--- src/rtl/bsg_manycore_io_link_reset_sequencer.sv ---
// Reset sequencer for the IO router SDR link: steps through assert, token pulse and
// staged release of downlink, uplink and downstream resets, then parks in S_DONE.
module bsg_manycore_io_link_reset_sequencer #(
    parameter int hold_cycles_p       = 32,
    parameter int token_hold_cycles_p = 16
) (
    input  logic       clk_i,
    input  logic       reset_i,
    input  logic       restart_i,
    output logic       async_uplink_reset_o,
    output logic       async_downlink_reset_o,
    output logic       async_downstream_reset_o,
    output logic       async_token_reset_o,
    output logic       done_o,
    output logic [2:0] state_o
);

    localparam int max_hold_lp  = (hold_cycles_p > token_hold_cycles_p) ? hold_cycles_p : token_hold_cycles_p;
    localparam int cnt_width_lp = $clog2(max_hold_lp + 1);

    localparam logic [cnt_width_lp-1:0] hold_last_lp  = cnt_width_lp'(hold_cycles_p - 1);
    localparam logic [cnt_width_lp-1:0] token_last_lp = cnt_width_lp'(token_hold_cycles_p - 1);

    typedef enum logic [2:0] {
        S_ASSERT       = 3'd0,
        S_TOKEN_ON     = 3'd1,
        S_TOKEN_OFF    = 3'd2,
        S_DOWNLINK_OFF = 3'd3,
        S_UPLINK_OFF   = 3'd4,
        S_DONE         = 3'd5
    } state_e;

    state_e                  state_q, state_d;
    logic [cnt_width_lp-1:0] cnt_q, cnt_d;
    logic [cnt_width_lp-1:0] last_cnt;
    // {uplink, downlink, downstream, token}
    logic [3:0]              rst_q, rst_d;
    logic                    done_q, done_d;

    always_comb begin
        state_d  = state_q;
        cnt_d    = cnt_q + cnt_width_lp'(1);
        last_cnt = (state_q == S_TOKEN_ON) ? token_last_lp : hold_last_lp;

        case (state_q)
            S_ASSERT:       if (cnt_q == last_cnt) state_d = S_TOKEN_ON;
            S_TOKEN_ON:     if (cnt_q == last_cnt) state_d = S_TOKEN_OFF;
            S_TOKEN_OFF:    if (cnt_q == last_cnt) state_d = S_DOWNLINK_OFF;
            S_DOWNLINK_OFF: if (cnt_q == last_cnt) state_d = S_UPLINK_OFF;
            S_UPLINK_OFF:   if (cnt_q == last_cnt) state_d = S_DONE;
            S_DONE:         if (restart_i) state_d = S_ASSERT;
            default:        state_d = S_ASSERT;
        endcase

        if (state_d != state_q || state_d == S_DONE) begin
            cnt_d = '0;
        end

        if (reset_i) begin
            state_d = S_ASSERT;
            cnt_d   = '0;
        end

        // Outputs are decoded from the next state so they register alongside it.
        rst_d  = 4'b1110;
        done_d = 1'b0;
        case (state_d)
            S_ASSERT:       rst_d = 4'b1110;
            S_TOKEN_ON:     rst_d = 4'b1111;
            S_TOKEN_OFF:    rst_d = 4'b1110;
            S_DOWNLINK_OFF: rst_d = 4'b1010;
            S_UPLINK_OFF:   rst_d = 4'b0010;
            S_DONE: begin
                rst_d  = 4'b0000;
                done_d = 1'b1;
            end
            default:        rst_d = 4'b1110;
        endcase
    end

    always_ff @(posedge clk_i) begin
        state_q <= state_d;
        cnt_q   <= cnt_d;
        rst_q   <= rst_d;
        done_q  <= done_d;
    end

    assign async_uplink_reset_o     = rst_q[3];
    assign async_downlink_reset_o   = rst_q[2];
    assign async_downstream_reset_o = rst_q[1];
    assign async_token_reset_o      = rst_q[0];
    assign done_o                   = done_q;
    assign state_o                  = state_q;

endmodule

--- config.mk ---
export PLATFORM = sky130hd
export DESIGN_NAME = bsg_manycore_io_link_reset_sequencer
export DESIGN_NICKNAME = d
export VERILOG_FILES = /design/src/rtl/bsg_manycore_io_link_reset_sequencer.sv
export SDC_FILE = /design/constraint.sdc
export NUM_CORES = 1
export LEC_CHECK = 0
export BUFFER_PORTS_ARGS = -buffer_cell sky130_fd_sc_hd__clkbuf_2
export CORE_AREA = 2 2 39 41
export DETAILED_ROUTE_END_ITERATION = 10
export DIE_AREA = 0 0 41 43
export GPL_ROUTABILITY_DRIVEN = 0
export GPL_TIMING_DRIVEN = 0
export HOLD_SLACK_MARGIN = 0.02
export PLACE_DENSITY = 0.73
export SLEW_MARGIN = 5
export SYNTH_ARGS = -nofsm -noshare
export SYNTH_HDL_FRONTEND = slang
export SYNTH_SLANG_ARGS = --single-unit
export TNS_END_PERCENT = 1
--- constraint.sdc ---
create_clock -name clk_i -period 4.15 [get_ports clk_i]
set_input_delay 0.415 -clock clk_i [delete_from_list [all_inputs] [get_ports clk_i]]
set_output_delay 0.415 -clock clk_i [all_outputs]
set_load 0.05 [all_outputs]
==> results of run 1 <==
-- placed cells by master (no fill, tap or decap), types with 4 or more instances in the layout --
cell type	synthesis	final
sky130_fd_sc_hd__dfxtp_1	14	14
sky130_fd_sc_hd__clkbuf_2	1	10
sky130_fd_sc_hd__nand2_1	5	5
sky130_fd_sc_hd__a211oi_1	5	5
sky130_fd_sc_hd__clkbuf_4	1	4
sky130_fd_sc_hd__inv_1	4	4
-- power by group --
part           internal [mW]  total, mW  switching, mW
sequential             0.137      0.139        0.00238
clock                 0.0534     0.0969         0.0435
combinational        0.00466    0.00949        0.00484
total                  0.195      0.246         0.0507
-- state kept, by name, indices dropped and copies added (netlist names) --
signal   count
done_o       1
cnt_q        6
state_o      3
rst_q        4
-- metal layers --
layer	routed length, um	vias up
met5	0	-
met4	36	0
met3	45	5
met2	529	14
met1	554	248
li1	-	273
-- kinds of logic (layout without fill, tap and decap cells) --
group,count (synthesis),count (layout),synth area share (%)
AO/OA/AOI/OAI,20,20,22.98
AND/OR/NAND/NOR,20,20,19.02
flip-flops,14,14,42.18
buffers and inverters,9,22,8.661
XOR/XNOR,4,4,5.274
adder cells (fa/ha/maj),1,1,1.883
-- stage by stage --
| stage | cell area (um^2) | setup slack, ns | total power [mW] | hold slack, ns |
|---|---|---|---|---|
| after floorplan | 664.4 | 2.635 | 0.1495 | 0.4376 |
| after detailed placement | 729.5 | 2.649 | 0.1519 | 0.4898 |
| after global routing | 765.7 | 2.522 | 0.2555 | 0.3092 |
| final | 765.7 | 2.607 | 0.2456 | 0.3097 |
| after CTS | 765.7 | 2.583 | 0.2510 | 0.2983 |
| after global placement | 729.5 | 2.711 | 0.1517 | 0.4663 |
-- final cells by class --
cell class	instances	area (um^2)	share of cell area (%)
multi-input cells	45	326.6	42.65
flip-flops and latches	14	280.3	36.60
repair buffers	9	45.04	5.882
clock buffers	4	36.28	4.739
well taps	16	20.02	2.614
plain buffers	5	42.54	5.556
inverters	4	15.01	1.961
-- path summary, 6_finish.rpt --
path / start / end / slack (ns) / cells past startpoint
max: state_o[1] / state_o[1] / 2.61 / 1
min: reset_i / state_o[2] / 0.31 / 2
max reg2reg: cnt_q[0] / rst_q[0] / 2.64 / 5
min reg2reg: cnt_q[0] / cnt_q[0] / 0.49 / 1
==> summary.log, run 1 <==
INFO  sta            final-max-slew-violation-count=0
INFO  floorplanning  fp.dieH=43um
INFO  synth          post_synth_most_frequent_cells=14 x sky130_fd_sc_hd__dfxtp_1, 5 x sky130_fd_sc_hd__a211oi_1, 5 x sky130_fd_sc_hd__nand2_1
INFO  drt            drt_iter0_markers=11
INFO  drt            vias_per_cell=5.567
INFO  place          post-place-cells=93
INFO  place          portBuffers=9
INFO  synth          post_synthesis_cell_area=664.4um^2
INFO  sta            grt_setup_unrepaired=no
INFO  synth          yosys.area.top_type_share=42.18%
INFO  global_routing grt_start_max_net_pins=11
INFO  sta            final_min_period_over_clock_period=37.18%
INFO  synth          yosys_most_used_dff=sky130_fd_sc_hd__dfxtp_1
INFO  clock_tree     clock_latency=0.28ns
INFO  synth          syn-mean-instance-area=9.770um^2
INFO  setup_path     timing.critical_path.max_delay_family=flip-flops
INFO  synth          synth_largest_area_cell=sky130_fd_sc_hd__dfxtp_1
INFO  layout         flow.area_growth_from_synthesis=15.25%
INFO  floorplanning  io_pins=11
INFO  drt            drc=0
INFO  global_routing grtUsageMet1=21.17%
INFO  floorplanning  design.core.area=0.001384mm^2
INFO  clock_tree     cts.path.max_buffers=2
INFO  synth          warnings_from_yosys=0
INFO  drt            antenna_violating_nets_post_route=0
INFO  setup_path     cp_cell_sequence=clkbuf_2
INFO  job            max_cap_violations=0
INFO  sta            worst_clock_skew=0.001957ns
INFO  sta            hold_violations=0
INFO  floorplanning  initial_utilization=48.01%
INFO  layout         fin_nets=86
INFO  floorplanning  rows=14
INFO  clock_tree     tritoncts=built
INFO  power_and_ir_drop power.density_cell_area=320.7mW/mm^2
INFO  floorplanning  die_w=41um
INFO  layout         final_util=55.33%
INFO  clock_tree     cts_root_buffer=sky130_fd_sc_hd__clkbuf_4
INFO  synth          synth_seq_cells=14
INFO  setup_path     worst_path_max_delay_cell=sky130_fd_sc_hd__dfxtp_1
INFO  synth          synth-edff-count=0
INFO  setup_path     worstSetupStartpointType=flip-flop
INFO  drt            wirelength=1164um
INFO  setup_path     worst-path-buf-inv=1
INFO  drt            post_drt_wl_per_cell=12.00um
INFO  global_routing grt_pass1_vias=480
INFO  power_and_ir_drop power_leakage=0.2926nW
INFO  clock_tree     hold_buffer_count_at_cts=0
INFO  setup_path     cp_max_fo=9
INFO  synth          synth_most_common_cell=sky130_fd_sc_hd__dfxtp_1
INFO  layout         final_cells=97
INFO  clock_tree     numClockSinks=14
INFO  global_routing grt.busiest_layer=met2
INFO  clock_tree     cts_inserted_buffers=3
INFO  layout         nFillCells=140
INFO  drt            via_count=540
INFO  global_routing global_route.usage.met2=24.38%
INFO  setup_path     worst-endpoint-required=3.73ns
INFO  global_routing grt_pass1_wl=1994um
INFO  setup_path     cp_data_arrival_time=1.13ns
INFO  layout         antenna-diode-count=0
INFO  clock_tree     postCtsSetupBuffers=0
INFO  sta            finalCriticalPeriod=1.543ns
INFO  global_routing globalRoute.totalOverflow=0
INFO  sta            slew_headroom=79.15%
INFO  sta            timing.fmax=648.2MHz
INFO  min_path       holdCritPathClass=in -> reg
INFO  sta            finalSetupViolations=0
INFO  setup_path     slowest_delay=0.51ns
INFO  setup_path     critPathKind=reg -> out
INFO  synth          syn-instance-count=68
INFO  synth          seq_area_frac_synth=42.18%
INFO  synth          synthesis.nets=72
INFO  global_routing grt_use_total=16.83%
INFO  global_routing groute.layer.met3.usage=3.141%
INFO  clock_tree     cts.htree.levels=1
INFO  synth          yosys-top-cells-area=sky130_fd_sc_hd__dfxtp_1 42%, sky130_fd_sc_hd__a211oi_1 5.6%, sky130_fd_sc_hd__xor2_1 4.0%
INFO  synth          synthArstFlopShare=0%
INFO  sta            worst_slew_pin_slew=0.3123ns
INFO  place          post-dp-hpwl=848.6um
INFO  clock_tree     cts.repair.resized=0
INFO  global_routing antenna_found_initial=0
INFO  synth          post_synth_num_cell_types=31
INFO  drt            firstDrtPassIters=4
INFO  clock_tree     worst_setup_hold_path_clk_slew=0.08ns
INFO  setup_path     cp-end-kind=primary output
INFO  status         status=finished, final reports clean
INFO  layout         final_layout_size_suffix_gt1_share=28.40%
INFO  floorplanning  dieArea=0.001763mm^2
INFO  power_and_ir_drop peakVddDrop=221.8uV
INFO  sta            setup_tns=0ns
No activity file was read; power rests on OpenSTA's default activity.
==> run 2, diff against run 1 <==
--- a/config.mk
+++ b/config.mk
@@ -6,13 +6,12 @@
 export NUM_CORES = 1
 export LEC_CHECK = 0
 export BUFFER_PORTS_ARGS = -buffer_cell sky130_fd_sc_hd__clkbuf_2
-export CORE_AREA = 2 2 39 41
+export CORE_UTILIZATION = 47
 export DETAILED_ROUTE_END_ITERATION = 10
-export DIE_AREA = 0 0 41 43
 export GPL_ROUTABILITY_DRIVEN = 0
 export GPL_TIMING_DRIVEN = 0
 export HOLD_SLACK_MARGIN = 0.02
-export PLACE_DENSITY = 0.73
+export PLACE_DENSITY = 0.72
 export SLEW_MARGIN = 5
 export SYNTH_ARGS = -nofsm -noshare
 export SYNTH_HDL_FRONTEND = slang
==> constraint.sdc (replaced) <==
create_clock -name clk_i -period 1.3 [get_ports clk_i]
set_input_delay 0.13 -clock clk_i [delete_from_list [all_inputs] [get_ports clk_i]]
set_output_delay 0.13 -clock clk_i [all_outputs]
set_load 0.05 [all_outputs]
==> run 2 against run 1 <==
Effect of this change:
- the flow now finishes with violations (negative setup slack)
- power rose to 3.3 times the previous value
- worst hold slack lost 0.15 ns
- flip-flop and latch count unchanged
==> summary.log, run 2 (same netlist as run 1, synthesis figures left out) <==
INFO  floorplanning  dieArea=0.001568mm^2 [-11%]
INFO  drt            top_layer_used=met4
INFO  clock_tree     cts.path.max_buffers=2 [unchanged]
INFO  global_routing grt_pass1_vias=429 [-11%]
INFO  sta            slew_headroom=81.50% [+2.4 points]
INFO  setup_path     worst-r2r-setup-slack=-0.006ns [-2.65 ns]
INFO  layout         registers.top_by_ff_count=cnt_q
INFO  global_routing globalRoute.totalOverflow=0 [unchanged]
INFO  min_path       hold_start=restart_i
INFO  sta            finalSetupViolations=1 [+1]
INFO  setup_path     worstSetupStartpointType=flip-flop
INFO  sta            timing.fmax=765.9MHz
INFO  place          post-dp-hpwl=809.6um [-4.6%]
INFO  layout         final_util=65.96% [+11 points]
INFO  setup_path     worstSetupStartpoint=cnt_q[1]
INFO  drt            wirelength=1226um [+5.3%]
INFO  sta            final-max-slew-violation-count=0 [unchanged]
INFO  sta            grt_setup_unrepaired=yes
INFO  setup_path     r2r-end=rst_q[1]
INFO  sta            holdWs=0.1634ns [-0.1463 ns]
INFO  setup_path     cp_data_arrival_time=1.49ns [+0.36 ns]
INFO  power_and_ir_drop power_leakage=0.3132nW [+7.0%]
INFO  layout         flip_flop_count_of_the_largest_register_all_copies_and_words_added=6 [unchanged]
INFO  drt            route.layer.met1.wl=623um [+12%]
INFO  global_routing grt_pass1_wl=1876um [-5.9%]
INFO  power_and_ir_drop power.density_cell_area=942.8mW/mm^2 [+190%]
INFO  drt            dr_wl_met3=43um [-4.4%]
INFO  layout         fin_nets=90 [+4.7%]
INFO  clock_tree     cts.htree.levels=1 [unchanged]
INFO  drt            antenna_violating_nets_post_route=0 [unchanged]
INFO  drt            post_drt_wl_per_cell=12.26um [+2.2%]
INFO  sta            final_min_period_over_clock_period=100.4%
INFO  drt            vias_per_cell=5.320 [-4.4%]
INFO  drt            drt_iter0_markers=8 [-3]
INFO  global_routing grt_use_total=18.46% [+1.6 points]
INFO  layout         final_layout_size_suffix_gt1_share=40.00% [+12 points]
INFO  setup_path     critPathKind=reg -> reg
INFO  job            max_cap_violations=0 [unchanged]
INFO  floorplanning  io_pins=11 [unchanged]
INFO  drt            via_count=532 [-1.5%]
INFO  sta            hold_violations=0 [unchanged]
INFO  layout         final_cell_mix=10 x sky130_fd_sc_hd__clkbuf_2, 9 x sky130_fd_sc_hd__dfxtp_1
INFO  clock_tree     cts_root_buffer=sky130_fd_sc_hd__clkbuf_4
INFO  layout         flow.area_growth_from_synthesis=29.19%
INFO  floorplanning  fp.dieH=39.60um [-7.9%]
INFO  sta            setup_tns=-0.005615ns [-0.005615 ns]
INFO  clock_tree     clock_latency=0.29ns [about the same]
INFO  layout         antenna-diode-count=0 [unchanged]
INFO  global_routing antenna_found_initial=0 [unchanged]
INFO  place          portBuffers=9 [unchanged]
INFO  floorplanning  die_w=39.60um [-3.4%]
INFO  status         status=finished with violations
INFO  setup_path     worst-endpoint-required=1.48ns [-2.25 ns]
INFO  drt            drc=0 [unchanged]
INFO  setup_path     regToRegStartpoint=cnt_q[1]
INFO  min_path       holdCritPathClass=in -> reg
INFO  setup_path     reg2reg_depth=5 [unchanged]
INFO  clock_tree     cts_inserted_buffers=3 [unchanged]
INFO  status         failed_checks=negative setup slack
INFO  clock_tree     numClockSinks=14 [unchanged]
INFO  drt            routed_met2_length=521um [-1.5%]
INFO  floorplanning  rows=13 [-1]
INFO  setup_path     cp_max_fo=6 [-3]
INFO  floorplanning  initial_utilization=51.06% [+3.0 points]
INFO  clock_tree     worst_setup_hold_path_clk_slew=0.09ns [about the same]
INFO  sta            layout_setup_ws=-0.005615ns [-2.613 ns]
INFO  floorplanning  design.core.area=0.001301mm^2 [-6.0%]
INFO  clock_tree     tritoncts=built
INFO  power_and_ir_drop peakVddDrop=645.3uV [+190%]
INFO  sta            worst_slew_pin_slew=0.2786ns [-0.03370 ns]
INFO  setup_path     worstSetupEndpoint=rst_q[1]
INFO  sta            worst_clock_skew=0.002488ns [+0.0005307 ns]
INFO  global_routing grt_start_max_net_pins=11 [unchanged]
INFO  layout         layout.cells.most_common=sky130_fd_sc_hd__clkbuf_2
INFO  drt            firstDrtPassIters=4 [unchanged]
INFO  sta            finalCriticalPeriod=1.306ns
INFO  setup_path     cp-end-kind=flip-flop
## run 2: changes by cell type in the layout (fill, tap and decap cells not counted), moves of 2 or more
cell,delta
sky130_fd_sc_hd__dfxtp_1,-5
sky130_fd_sc_hd__dfxtp_2,+3
sky130_fd_sc_hd__buf_4,+2
sky130_fd_sc_hd__dfxtp_4,+2
## run 2: worst min-delay path by stage
stage / to / cells past startpoint
after CTS: state_o[0] / 4
final: state_o[0] / 4
after floorplan: state_o[2] / 2
after detailed placement: state_o[2] / 2
after global placement: state_o[2] / 2
after global routing: state_o[0] / 4
## run 2: metrics by stage
stage | instance area (um^2) | power, mW | setup WS, ns | cells
after global routing | 858.3 | 0.8443 | -0.06099 | 100
final | 858.3 | 0.8093 | -0.005615 | 100
after global placement | 734.5 | 0.4822 | -0.1252 | 92
after CTS | 817.0 | 0.8113 | 0.0002091 | 99
after detailed placement | 734.5 | 0.4840 | -0.1335 | 92
after floorplan | 670.6 | 0.4750 | -0.03497 | 68
## run 2: power breakdown
group | total, mW | internal [mW] | switching (mW)
Clock | 0.320 | 0.171 | 0.149
Combinational | 0.0441 | 0.0244 | 0.0197
Sequential | 0.445 | 0.435 | 0.0103
## run 2: timing repair
item	CTS	global route
hold endpoints to repair	3	0
pin swaps	0	3
setup buffers	2	1
setup endpoints to repair	8	9
resized for setup	6	5
hold buffers	1	0
## run 2: cell type report
class	count	area, um^2
sequential	14	291.5
inverter	4	15.01
clock buffer	4	36.28
fill	116	442.9
timing repair buffer	13	77.57
multi-input combinational	45	372.9
buffer	5	46.29
tap	15	18.77
## run 2: metal layers
| layer | vias up | track usage, % |
|---|---|---|
| li1 | 281 | - |
| met1 | 237 | 25.61 |
| met2 | 9 | 23.77 |
| met3 | 5 | 5.114 |
| met4 | 0 | 12.93 |
| met5 | - | 0 |
## run 2: critical path, cell delays in order (launching register included)
cell and delay [ns]:
sky130_fd_sc_hd__dfxtp_2 0.37, sky130_fd_sc_hd__ha_4 0.16, sky130_fd_sc_hd__and4b_1 0.20, sky130_fd_sc_hd__buf_6 0.13, sky130_fd_sc_hd__nand3_4 0.08, sky130_fd_sc_hd__a211o_1 0.26
